`src/rtl/jenkins_feeder_pkg.sv`:
```
// Shared types and helpers for the Jenkins hash feeder.
package jencoll_pkg;

  localparam int unsigned HASH_W = 32;
  localparam int unsigned BYTE_W = 8;

  typedef enum logic [1:0] {
    IDLE   = 2'd0,
    STREAM = 2'd1,
    WAIT   = 2'd2,
    RESULT = 2'd3
  } state_t;

  // True for [a-z], [A-Z], [0-9]
  function automatic logic is_alnum(input logic [BYTE_W-1:0] b);
    return ((b >= 8'h61) && (b <= 8'h7a)) ||
           ((b >= 8'h41) && (b <= 8'h5a)) ||
           ((b >= 8'h30) && (b <= 8'h39));
  endfunction

endpackage

```
`src/rtl/jenkins_feeder_if.sv`:
```
// Request/response transaction interface of the Jenkins hash feeder.
interface jenkins_feeder_if
  import jencoll_pkg::*;
#(
  parameter int unsigned MAX_LEN = 16
);
  localparam int unsigned LW = $clog2(MAX_LEN + 1);

  logic                      in_valid;
  logic                      in_ready;
  logic [LW-1:0]             in_len;
  logic [BYTE_W*MAX_LEN-1:0] in_data;
  logic                      out_valid;
  logic                      out_ready;
  logic [HASH_W-1:0]         out_hash;
  logic                      out_err;

  modport master (
    output in_valid, in_len, in_data, out_ready,
    input  in_ready, out_valid, out_hash, out_err
  );

  modport slave (
    input  in_valid, in_len, in_data, out_ready,
    output in_ready, out_valid, out_hash, out_err
  );

endinterface

```
`src/rtl/jenkins_feeder.sv`:
```
// Jenkins hash feeder: serialises a whole string into the core's sample/value
// byte stream, waits for the core's complete pulse and holds the hash until taken.
// Optional charset checker enabled by defining JENKINS_FEEDER_CHARSET_CHECK_EN.
module jenkins_feeder
  import jencoll_pkg::*;
#(
  parameter int unsigned MAX_LEN = 16
) (
  input  logic              clock,
  input  logic              resetn,
  jenkins_feeder_if.slave   bus,
  output logic              sample,
  output logic [BYTE_W-1:0] value,
  input  logic              hash_complete,
  input  logic [HASH_W-1:0] hash_in
);

  localparam int unsigned LW = $clog2(MAX_LEN + 1);
  localparam int unsigned DW = BYTE_W * MAX_LEN;

  state_t            state_q, state_d;
  logic [LW-1:0]     idx_q, idx_d;
  logic [LW-1:0]     len_q, len_d;
  logic [DW-1:0]     data_q, data_d;
  logic              sample_q, sample_d;
  logic [BYTE_W-1:0] value_q, value_d;
  logic              out_valid_q, out_valid_d;
  logic [HASH_W-1:0] out_hash_q, out_hash_d;
  logic [LW-1:0]     len_clamp;

`ifdef JENKINS_FEEDER_CHARSET_CHECK_EN
  logic err_q, err_d;
  logic out_err_q, out_err_d;
`endif

  // Oversized requests are silently clamped to the string register size
  assign len_clamp = (bus.in_len > LW'(MAX_LEN)) ? LW'(MAX_LEN) : bus.in_len;

  // Next-state and registered-output decode
  always_comb begin
    state_d     = state_q;
    idx_d       = idx_q;
    len_d       = len_q;
    data_d      = data_q;
    sample_d    = 1'b0;
    value_d     = '0;
    out_valid_d = out_valid_q;
    out_hash_d  = out_hash_q;
`ifdef JENKINS_FEEDER_CHARSET_CHECK_EN
    err_d       = err_q;
    out_err_d   = out_err_q;
`endif
    unique case (state_q)
      IDLE: begin
        if (bus.in_valid) begin
          data_d = bus.in_data;
          len_d  = len_clamp;
          if (len_clamp == '0) begin
            state_d     = RESULT;
            out_valid_d = 1'b1;
            out_hash_d  = '0;
`ifdef JENKINS_FEEDER_CHARSET_CHECK_EN
            err_d       = 1'b0;
            out_err_d   = 1'b0;
`endif
          end else begin
            // Byte 0 goes out on the cycle right after accept
            state_d  = STREAM;
            sample_d = 1'b1;
            value_d  = bus.in_data[BYTE_W-1:0];
            idx_d    = LW'(1);
`ifdef JENKINS_FEEDER_CHARSET_CHECK_EN
            err_d    = ~is_alnum(bus.in_data[BYTE_W-1:0]);
`endif
          end
        end
      end
      STREAM: begin
        if (idx_q == len_q) begin
          state_d = WAIT;
        end else begin
          sample_d = 1'b1;
          value_d  = data_q[{idx_q, 3'b000} +: BYTE_W];
          idx_d    = idx_q + LW'(1);
`ifdef JENKINS_FEEDER_CHARSET_CHECK_EN
          err_d    = err_q | ~is_alnum(data_q[{idx_q, 3'b000} +: BYTE_W]);
`endif
        end
      end
      WAIT: begin
        if (hash_complete) begin
          state_d     = RESULT;
          out_valid_d = 1'b1;
          out_hash_d  = hash_in;
`ifdef JENKINS_FEEDER_CHARSET_CHECK_EN
          out_err_d   = err_q;
`endif
        end
      end
      RESULT: begin
        if (bus.out_ready) begin
          state_d     = IDLE;
          out_valid_d = 1'b0;
        end
      end
      default: state_d = IDLE;
    endcase
  end

  // State and datapath registers
  always_ff @(posedge clock or negedge resetn) begin
    if (!resetn) begin
      state_q     <= IDLE;
      idx_q       <= '0;
      len_q       <= '0;
      data_q      <= '0;
      sample_q    <= 1'b0;
      value_q     <= '0;
      out_valid_q <= 1'b0;
      out_hash_q  <= '0;
`ifdef JENKINS_FEEDER_CHARSET_CHECK_EN
      err_q       <= 1'b0;
      out_err_q   <= 1'b0;
`endif
    end else begin
      state_q     <= state_d;
      idx_q       <= idx_d;
      len_q       <= len_d;
      data_q      <= data_d;
      sample_q    <= sample_d;
      value_q     <= value_d;
      out_valid_q <= out_valid_d;
      out_hash_q  <= out_hash_d;
`ifdef JENKINS_FEEDER_CHARSET_CHECK_EN
      err_q       <= err_d;
      out_err_q   <= out_err_d;
`endif
    end
  end

  assign bus.in_ready  = (state_q == IDLE);
  assign bus.out_valid = out_valid_q;
  assign bus.out_hash  = out_hash_q;
  assign sample        = sample_q;
  assign value         = value_q;
`ifdef JENKINS_FEEDER_CHARSET_CHECK_EN
  assign bus.out_err   = out_err_q;
`else
  assign bus.out_err   = 1'b0;
`endif

endmodule
```
`src/flat_wrapper.sv`:
```
// flat-port wrapper written by rule: the top's interface ports become plain ports
module jenkins_feeder_flat import jencoll_pkg::*;
#(
  parameter int unsigned MAX_LEN = 16
)
  (clock, resetn, sample, value, hash_complete, hash_in, bus_in_valid, bus_in_len, bus_in_data, bus_out_ready, bus_in_ready, bus_out_valid, bus_out_hash, bus_out_err);
  jenkins_feeder_if #(.MAX_LEN(MAX_LEN)) bus_i ();
  input  logic clock;
  input  logic resetn;
  output logic sample;
  output logic [BYTE_W-1:0] value;
  input  logic hash_complete;
  input  logic [HASH_W-1:0] hash_in;
  input wire logic [$bits(bus_i.in_valid)-1:0] bus_in_valid;
  input wire logic [$bits(bus_i.in_len)-1:0] bus_in_len;
  input wire logic [$bits(bus_i.in_data)-1:0] bus_in_data;
  input wire logic [$bits(bus_i.out_ready)-1:0] bus_out_ready;
  output wire logic [$bits(bus_i.in_ready)-1:0] bus_in_ready;
  output wire logic [$bits(bus_i.out_valid)-1:0] bus_out_valid;
  output wire logic [$bits(bus_i.out_hash)-1:0] bus_out_hash;
  output wire logic [$bits(bus_i.out_err)-1:0] bus_out_err;
  assign bus_i.in_valid = bus_in_valid;
  assign bus_i.in_len = bus_in_len;
  assign bus_i.in_data = bus_in_data;
  assign bus_i.out_ready = bus_out_ready;
  assign bus_in_ready = bus_i.in_ready;
  assign bus_out_valid = bus_i.out_valid;
  assign bus_out_hash = bus_i.out_hash;
  assign bus_out_err = bus_i.out_err;
  jenkins_feeder #(.MAX_LEN(MAX_LEN)) u_core (.clock(clock), .resetn(resetn), .bus(bus_i), .sample(sample), .value(value), .hash_complete(hash_complete), .hash_in(hash_in));
endmodule
```
`config.mk`:
```
export PLATFORM = sky130hd
export DESIGN_NAME = jenkins_feeder_flat
export DESIGN_NICKNAME = d
export VERILOG_FILES = /design/src/rtl/jenkins_feeder_pkg.sv /design/src/rtl/jenkins_feeder_if.sv /design/src/rtl/jenkins_feeder.sv /design/src/flat_wrapper.sv
export SDC_FILE = /design/constraint.sdc
export NUM_CORES = 1
export LEC_CHECK = 0
export BUFFER_PORTS_ARGS = -buffer_cell sky130_fd_sc_hd__buf_2
export CELL_PAD_IN_SITES_DETAIL_PLACEMENT = 1
export CELL_PAD_IN_SITES_GLOBAL_PLACEMENT = 1
export CORE_MARGIN = 4
export CORE_UTILIZATION = 41
export CTS_BUF_LIST = sky130_fd_sc_hd__clkbuf_8
export DETAILED_ROUTE_END_ITERATION = 6
export MAX_ROUTING_LAYER = met4
export PLACE_DENSITY_LB_ADDON = 0.05
export SYNTH_ARGS = -nofsm -noshare
export SYNTH_HDL_FRONTEND = slang
export SYNTH_SLANG_ARGS = --single-unit
```
`constraint.sdc`:
```
create_clock -name clock -period 2.85 [get_ports clock]
set_clock_uncertainty 0.1 [all_clocks]
set_input_delay 0.285 -clock clock [delete_from_list [all_inputs] [get_ports clock]]
set_output_delay 0.285 -clock clock [all_outputs]
set_load 0.05 [all_outputs]
```
==> results of run 1 <==
[sequential cells by signal, indices dropped and copies added (netlist names)]
register              cells
u_core.data_q           128
u_core.bus.out_hash      32
u_core.value              8
u_core.idx_q              5
u_core.len_q              5
u_core.state_q            2
u_core.bus.out_valid      1
u_core.sample             1
[cells in the mapped netlist (2+ instances only)]
| cell type | instances |
|---|---|
| a21oi_1 | 2 |
| a22o_1 | 32 |
| buf_1 | 7 |
| buf_2 | 8 |
| buf_4 | 2 |
| buf_6 | 3 |
| clkbuf_1 | 37 |
| dfrtp_1 | 182 |
| ha_1 | 5 |
| inv_1 | 5 |
| mux2i_1 | 44 |
| mux4_2 | 16 |
| nand2_1 | 408 |
| nand2b_1 | 6 |
| nand3_1 | 2 |
| nor2_1 | 7 |
| o211ai_1 | 3 |
| o21ai_0 | 8 |
| o22ai_1 | 24 |
| o31ai_1 | 8 |
| or2_2 | 2 |
| or3_1 | 2 |
| xnor2_1 | 5 |
| xor2_1 | 2 |
[kinds of logic after synthesis]
group	count (synthesis)	synth area share
compound gates	83	0.0760
xor+xnor	7	0.00762
fa+ha+maj	5	0.00777
buf+inv	62	0.0339
flops	182	0.566
mux	60	0.0995
other cells	1	0.000466
simple gates	434	0.209
[how the worst max path moves through the flow]
stage	slack [ns]	cells after the start	endpoint
5_1_grt	0.28	8	u_core.idx_q[4]
6_report	0.45	8	u_core.bus.out_hash[5]
3_3_place_gp	0.58	8	u_core.idx_q[4]
4_1_cts	0.51	8	u_core.bus.out_hash[27]
2_1_floorplan	0.42	8	u_core.idx_q[4]
3_5_place_dp	0.56	7	u_core.bus.out_hash[27]
[per-layer routing]
layer / up-vias / track usage / wire (um)
met1: 3658 / 0.354 / 12300
met4: 0 / 0.0665 / 437
li1: 3450 / - / -
met2: 210 / 0.461 / 14600
met3: 33 / 0.0469 / 1310
met5: - / - / 0
[where the power goes]
part | internal [mW] | switching (mW)
logic | 1.85 | 3.03
registers | 3.69 | 0.757
clock network | 0.662 | 0.988
total | 6.20 | 4.78
[area by class of cell]
type / count / area, um2
multi-input combinational: 590 / 3230
sequential: 182 / 4560
clock buffer: 19 / 262
fill: 2181 / 7610
clock inverter: 12 / 95.1
tap: 260 / 325
inverter: 5 / 18.8
antenna: 4 / 10.0
timing repair buffer: 394 / 2910
[worst register-to-register path, cell delays in order, from the launching register on]
cell,delay (ns)
dfrtp_1,0.42
inv_1,0.11
ha_1,0.48
mux2i_1,0.15
a31oi_1,0.17
buf_4,0.18
o211ai_1,0.14
or3_1,0.37
a21oi_1,0.15
[per-stage QoR]
step	cell area (um2)	hold WS, ns	cells	util
2_1_floorplan	8050	-0.111	834	-
3_3_place_gp	9390	0.160	1266	0.494
3_5_place_dp	9390	0.160	1266	0.494
4_1_cts	11400	0.0114	1462	0.599
5_1_grt	11400	0.0580	1465	0.600
6_report	11400	0.0599	1466	0.600
==> flow_summary.json, run 1 <==
{
  "outcome": "completed",
  "coreArea_um2": 19000,
  "setup_viol": 0,
  "wl_per_cell_um": 19.5,
  "fin_nets": 1365,
  "power_mw": 11.0,
  "syn_area_um2": 8050,
  "viasPerCell": 5.01,
  "gp_congestion": 0.810,
  "grt_pass1_wl_um": 45700,
  "yosysTopAreaCell": "dfrtp_1",
  "synthTopCellsByArea": "dfrtp_1 57%, nand2_1 19%, mux2i_1 5.5%",
  "synthArstFlopShare": 1.00,
  "cts_made_buffers": 17,
  "cp_cell_sequence": "dlygate4sd3_1 -> buf_2 -> nor3_2 -> and2_2 -> a21boi_1 -> or3_1 -> buf_4 -> a22o_1",
  "yosysWarnings": 0,
  "pre_cts_ws_ns": 0.563,
  "seq_area_frac_synth": 0.566,
  "clkSinkCount": 182,
  "fin_setup_tns_ns": 0,
  "rr_startpoint": "u_core.state_q[1]",
  "max_freq_ghz": 0.417,
  "required_ns": 3.10,
  "final_cell_mix": "407 x nand2_1, 211 x buf_2, 181 x dfrtp_1",
  "max_cap_violations": 0,
  "grt_setup_unrepaired": "false",
  "cts_setup_buffers": 0,
  "synth_fp_nets": 1009,
  "grt-ovfl-total": 0,
  "dieHeight_um": 148,
  "cts_buffer_depth": 2,
  "ff2ff_setup_slack_ns": 0.53,
  "track_usage": 0.276,
  "antenna_left": 0,
  "critPathMaxStageDelay_ns": 0.54,
  "start_util": 0.423,
  "critPathBufInv": 3,
  "whs_path_depth": 3,
  "crit_start": "bus_in_len[0]",
  "avgSynthCellArea_um2": 9.65,
  "grt_max_degree": 98,
  "path_class": "input pin to register",
  "hold_path.class": "input pin to register",
  "end_kind": "register",
  "start_kind": "input pin",
  "dp_hpwl_um": 17400,
  "clockRootBuffer": "clkbuf_8",
  "syn2layout_area_growth_pct": 41.8,
  "wl_um": 28600,
  "path_delay_family": "simple AND/OR/NAND/NOR gates",
  "clock_latency_ns": 0.47,
  "pin_count": 214,
  "peakVddDrop_mv": 0.489,
  "r2r-end": "u_core.idx_q[4]",
  "clkTransAtPathRegs_ns": 0.10,
  "tightest_slew_ns": 0.594,
  "post_cts_resized": 0,
  "die_w_um": 148,
  "worstRegToRegCells": 8,
  "synth-main-ff-cell": "dfrtp_1",
  "tritoncts": "built",
  "hold_buffers": 165,
  "drv_slew": 0,
  "cp.arrival_ns": 2.65,
  "grt_pass1_vias": 8351,
  "setup_slack_ns": 0.453,
  "port-buffer-count": 212,
  "floorplan.die_area_um2": 21900,
  "period_minus_slack_ns": 2.40,
  "crit_slowest_cell": "dlygate4sd3_1",
  "drc": 0,
  "min_from": "bus_in_len[1]",
  "finalCritPeriodShare": 0.841,
  "first_iter_violations": 383,
  "timing.slew.headroom": 0.604,
  "synth_edf_count": 0,
  "rows": 50,
  "ys_types": 38,
  "synth.top_cell.area_share": 0.566,
  "ctsHtreeMaxLevel": 4,
  "final_common_cell": "nand2_1",
  "hold_violations": 0,
  "drive_above_1_share": 0.235,
  "whs_endpoint": "u_core.len_q[1]",
  "synth_cells": 834,
  "antenna_found_initial": 2,
  "vias": 7351,
  "firstDrtPassIters": 4,
  "critPathMaxFanout": 32,
  "power_leakage_nw": 5.87,
  "pwr_density_cell_nw_per_um2": 963,
  "ys_seq_elements": 182
}
Power figures use the tool's default switching activity.
==> run 2: changes to the inputs <==
--- a/config.mk
+++ b/config.mk
@@ -9,7 +9,7 @@
 export CELL_PAD_IN_SITES_DETAIL_PLACEMENT = 1
 export CELL_PAD_IN_SITES_GLOBAL_PLACEMENT = 1
 export CORE_MARGIN = 4
-export CORE_UTILIZATION = 41
+export CORE_UTILIZATION = 37
 export CTS_BUF_LIST = sky130_fd_sc_hd__clkbuf_8
 export DETAILED_ROUTE_END_ITERATION = 6
 export MAX_ROUTING_LAYER = met4
==> constraint.sdc (replaced) <==
create_clock -name clock -period 2.05 [get_ports clock]
set_clock_uncertainty 0.1 [all_clocks]
set_input_delay 0.205 -clock clock [delete_from_list [all_inputs] [get_ports clock]]
set_output_delay 0.205 -clock clock [all_outputs]
set_load 0.05 [all_outputs]
==> flow_summary.json, run 2 (same netlist as run 1, synthesis figures left out) <==
{
  "max_cap_violations": 0,
  "gp_congestion": 0.843,
  "diodes": 0,
  "rows": 53,
  "crit_start": "bus_in_len[0]",
  "syn2layout_area_growth_pct": 45.2,
  "finalCritPeriodShare": 0.968,
  "largest-register": "u_core.data_q",
  "pin_count": 214,
  "grt_pass1_wl_um": 44500,
  "die_w_um": 155,
  "port-buffer-count": 212,
  "worstRegToRegCells": 6,
  "ff2ff_setup_slack_ns": 0.10,
  "drive_above_1_share": 0.246,
  "hold_ws_ns": 0.125,
  "vias": 7273,
  "drv_slew": 0,
  "ctsHtreeMaxLevel": 4,
  "final_util": 0.551,
  "final_cell_mix": "407 x nand2_1, 211 x buf_2, 181 x dfrtp_1",
  "first_iter_violations": 386,
  "drc": 0,
  "fin_nets": 1375,
  "clkTransAtPathRegs_ns": 0.10,
  "dieHeight_um": 155,
  "wl_per_cell_um": 18.6,
  "stdcell_count": 1488,
  "power_leakage_nw": 5.98,
  "hold_violations": 0,
  "firstDrtPassIters": 4,
  "cp.arrival_ns": 2.24,
  "cts_made_buffers": 17,
  "outcome": "completed",
  "period_minus_slack_ns": 1.98,
  "grt_pass1_vias": 8076,
  "clkSinkCount": 182,
  "cts_buffer_depth": 2,
  "grt-ovfl-total": 0,
  "largest_reg_flops": 128,
  "required_ns": 2.31,
  "track_usage": 0.243,
  "grt_max_degree": 70,
  "rr_startpoint": "u_core.state_q[0]",
  "start_util": 0.379,
  "r2r-end": "u_core.bus.out_hash[21]",
  "path_class": "input pin to register",
  "start_kind": "input pin",
  "peakVddDrop_mv": 0.551,
  "wl_um": 27700,
  "dp_hpwl_um": 18000,
  "pwr_density_cell_nw_per_um2": 1350,
  "clock_latency_ns": 0.48,
  "tritoncts": "built",
  "max_freq_ghz": 0.504,
  "antenna_found_initial": 0,
  "antenna_left": 0,
  "critPathMaxFanout": 32,
  "end_kind": "register",
  "pre_cts_ws_ns": 0.0953,
  "setup_slack_ns": 0.0651,
  "setup_viol": 0,
  "floorplan.die_area_um2": 24200,
  "final_common_cell": "nand2_1",
  "dp.cells": 1289,
  "coreArea_um2": 21200,
  "clockRootBuffer": "clkbuf_8",
  "fin_setup_tns_ns": 0,
  "viasPerCell": 4.89,
  "hold_path.class": "input pin to async pin"
}
==> run 2: cell types whose count changed in the layout (fill, tap and decap cells not counted), sizes merged <==
cell / previous run / this run
buf: 229 / 237
diode: 4 / 0
bufinv: 0 / 1
clkbuf: 19 / 18
clkinv: 4 / 5
dlygate4sd3: 165 / 166
inv: 11 / 12
==> run 2: final cells by class <==
cell class	instances	area [um2]
fill	2389	9540
sequential	182	4560
multi-input combinational	590	3260
timing repair buffer	404	3090
tap	275	344
clock buffer	17	234
clock inverter	15	184
inverter	5	18.8
==> run 2: critical path: stages <==
cell and delay, ns:
dlygate4sd3_1 0.54, buf_2 0.14, nor3_2 0.21, and2_2 0.18
a21boi_1 0.10, or3_4 0.42, buf_12 0.17, a22o_1 0.25
==> run 2: where the power goes <==
| group | switching (mW) | internal [mW] |
|---|---|---|
| logic | 4.26 | 2.83 |
| clock network | 1.49 | 1.04 |
| registers | 0.984 | 5.13 |
| total | 6.74 | 9.00 |
==> run 2: layer usage <==
| metal | global-route usage | wire length (um) |
|---|---|---|
| met1 | 0.312 | 12000 |
| met2 | 0.399 | 14000 |
| met3 | 0.0448 | 1180 |
| met4 | 0.0646 | 502 |
| met5 | - | 0 |
==> run 2: worst max-delay path by stage <==
stage | end | slack, ns | cells after the start
after global placement | u_core.bus.out_hash[24] | 0.14 | 6
after global routing | u_core.idx_q[4] | -0.0009 | 7
after detailed placement | u_core.bus.out_hash[16] | 0.1 | 6
final | u_core.bus.out_hash[21] | 0.07 | 8
after CTS | u_core.bus.out_hash[15] | 0.08 | 6
after floorplan | u_core.idx_q[4] | 0.006 | 8
==> run 2: stage by stage <==
stage	instance area, um2	power [mW]
2_1_floorplan	8070	10.7
3_5_place_dp	9580	12.9
4_1_cts	11700	15.8
6_report	11700	15.7
5_1_grt	11700	16.9
3_3_place_gp	9580	12.8
==> run 2: timing repair <==
action	in CTS	in global routing
setup endpoints to repair	0	8
buffers inserted	0	1
resized for setup	0	2
endpoints found under the hold margin	355	0
hold buffers	166	0
==> run 3: changes to the inputs <==
--- a/config.mk
+++ b/config.mk
@@ -9,8 +9,8 @@
 export CELL_PAD_IN_SITES_DETAIL_PLACEMENT = 1
 export CELL_PAD_IN_SITES_GLOBAL_PLACEMENT = 1
 export CORE_MARGIN = 4
-export CORE_UTILIZATION = 37
-export CTS_BUF_LIST = sky130_fd_sc_hd__clkbuf_8
+export CORE_UTILIZATION = 30
+export CTS_BUF_LIST = sky130_fd_sc_hd__clkbuf_4
 export DETAILED_ROUTE_END_ITERATION = 6
 export MAX_ROUTING_LAYER = met4
 export PLACE_DENSITY_LB_ADDON = 0.05
==> flow_summary.json, run 3 (same netlist as run 1, synthesis figures left out) <==
{
  "cp.arrival_ns": 2.37,
  "crit_slowest_cell": "or3_1",
  "critPathBufInv": 2,
  "gp_congestion": 0.735,
  "required_ns": 2.43,
  "setup_viol": 0,
  "fillers": 3035,
  "comb_power_share": 0.471,
  "path_delay_family": "simple AND/OR/NAND/NOR gates",
  "max_freq_ghz": 0.504,
  "first_iter_violations": 291,
  "ctsHtreeMaxLevel": 4,
  "wl_per_cell_um": 17.6,
  "port-buffer-count": 212,
  "ff2ff_setup_slack_ns": 0.07,
  "coreArea_um2": 26200,
  "clockPowerShare": 0.135,
  "drc": 0,
  "power_leakage_nw": 6.00,
  "cp_cell_sequence": "inv_1 -> ha_4 -> a21boi_1 -> or3_1 -> buf_12 -> a22o_1",
  "tritoncts": "built",
  "end_kind": "register",
  "rr_startpoint": "u_core.state_q[0]",
  "grt-ovfl-total": 0,
  "peakVddDrop_mv": 0.611,
  "multi_input_area_um2": 3250,
  "fin_nets": 1390,
  "hold_path.class": "input pin to async pin",
  "largest_reg_flops": 128,
  "outcome": "completed",
  "start_util": 0.307,
  "largest-register": "u_core.data_q",
  "timing.slew.headroom": 0.642,
  "die_w_um": 172,
  "worstRegToRegCells": 6,
  "setup_slack_ns": 0.0659,
  "hold_violations": 0,
  "cp.depth": 6,
  "drv_slew": 0,
  "start_kind": "register",
  "postLayoutCellArea_um2": 11800,
  "antenna_found_initial": 5,
  "track_usage": 0.198,
  "critPathMaxStageDelay_ns": 0.43,
  "clkSinkCount": 182,
  "dp_hpwl_um": 19100,
  "drive_above_1_share": 0.248,
  "final_common_cell": "nand2_1",
  "antenna_left": 0,
  "path_class": "register to register",
  "netSwitchingPower_mw": 6.65,
  "viasPerCell": 4.58,
  "grt_setup_unrepaired": "true",
  "cts_made_buffers": 17,
  "finalCritPeriodShare": 0.968,
  "tightest_slew_ns": 0.536,
  "dieHeight_um": 172,
  "grt_pass1_vias": 8128,
  "cts_buffer_depth": 2,
  "clockRootBuffer": "clkbuf_4",
  "wl_um": 27600,
  "floorplan.die_area_um2": 29500,
  "vias": 7181,
  "r2r-end": "u_core.bus.out_hash[17]",
  "period_minus_slack_ns": 1.98,
  "intPower_mw": 8.58,
  "critPathMaxFanout": 32,
  "pre_cts_ws_ns": 0.0900,
  "switching_share": 0.437,
  "final_cell_mix": "407 x nand2_1, 210 x buf_2, 181 x dfrtp_1",
  "max_cap_violations": 0,
  "pwr_density_cell_nw_per_um2": 1290,
  "rows": 59,
  "p_seq_frac": 0.394,
  "firstDrtPassIters": 4,
  "clkTransAtPathRegs_ns": 0.17,
  "pin_count": 214,
  "crit_start": "u_core.state_q[0]",
  "syn2layout_area_growth_pct": 46.4,
  "place_area_um2": 9720,
  "grt_max_degree": 56,
  "clock_latency_ns": 0.58,
  "crit_end": "u_core.bus.out_hash[17]",
  "grt_pass1_wl_um": 44100,
  "seq_area_um2": 4560
}
==> run 3: cell types whose count changed in the layout (fill, tap and decap cells not counted), moves of 4 or more <==
cell | before | now
clkbuf_4 | 0 | 17
clkbuf_8 | 18 | 1
buf_4 | 13 | 21
dlygate4sd3_1 | 166 | 173
diode_2 | 0 | 5
clkinv_4 | 0 | 4
==> run 3: worst min-delay path by stage <==
stage	from	endpoint	slack, ns
2_1_floorplan	resetn	u_core.bus.out_hash[0]	-0.19
6_report	resetn	u_core.data_q[101]	0.06
5_1_grt	resetn	u_core.data_q[24]	0.02
3_5_place_dp	resetn	u_core.data_q[101]	0.13
3_3_place_gp	resetn	u_core.data_q[125]	0.14
4_1_cts	resetn	u_core.data_q[24]	0.02
==> run 3: metal layers <==
metal / vias to the layer above / GRT usage / wire length (um)
met4: 0 / 0.0314 / 207
met5: - / - / 0
li1: 3503 / - / -
met1: 3493 / 0.262 / 12700
met2: 168 / 0.324 / 13400
met3: 17 / 0.0382 / 1380
==> run 3: layout make-up <==
type | count | share of cell area
Antenna cell | 5 | 0.00106
Clock buffer | 17 | 0.0108
Clock inverter | 15 | 0.0140
Inverter | 5 | 0.00159
Multi-Input combinational cell | 590 | 0.276
Sequential cell | 182 | 0.387
Tap cell | 335 | 0.0356
Timing Repair Buffer | 419 | 0.274
==> run 3: metrics by stage <==
step	total power [mW]	std cells	utilization	setup TNS [ns]	hold WS, ns
6_report	15.2	1568	0.450	0	0.0557
3_3_place_gp	12.9	1357	0.371	0	0.143
5_1_grt	16.5	1568	0.450	-0.0250	0.0194
3_5_place_dp	13.0	1357	0.371	0	0.133
4_1_cts	15.4	1562	0.448	0	0.0219
2_1_floorplan	10.7	834	-	0	-0.191
==> run 3: power groups by stage <==
| stage | clock network [mW] | logic, mW | registers (mW) |
|---|---|---|---|
| after global routing | 2.30 | 8.00 | 6.20 |
| after floorplan | 0 | 4.01 | 6.67 |
| final | 2.05 | 7.18 | 6.01 |
| after CTS | 2.16 | 7.22 | 6.02 |
| after global placement | 0 | 6.84 | 6.08 |
| after detailed placement | 0 | 6.93 | 6.08 |
==> run 3: what timing repair did <==
item / 4_1_cts / 5_1_grt
endpoints found under the hold margin: 356 / 0
setup endpoints to repair: 0 / 9
hold buffers: 173 / 0
buffers inserted: 0 / 1
gates resized for setup: 0 / 2
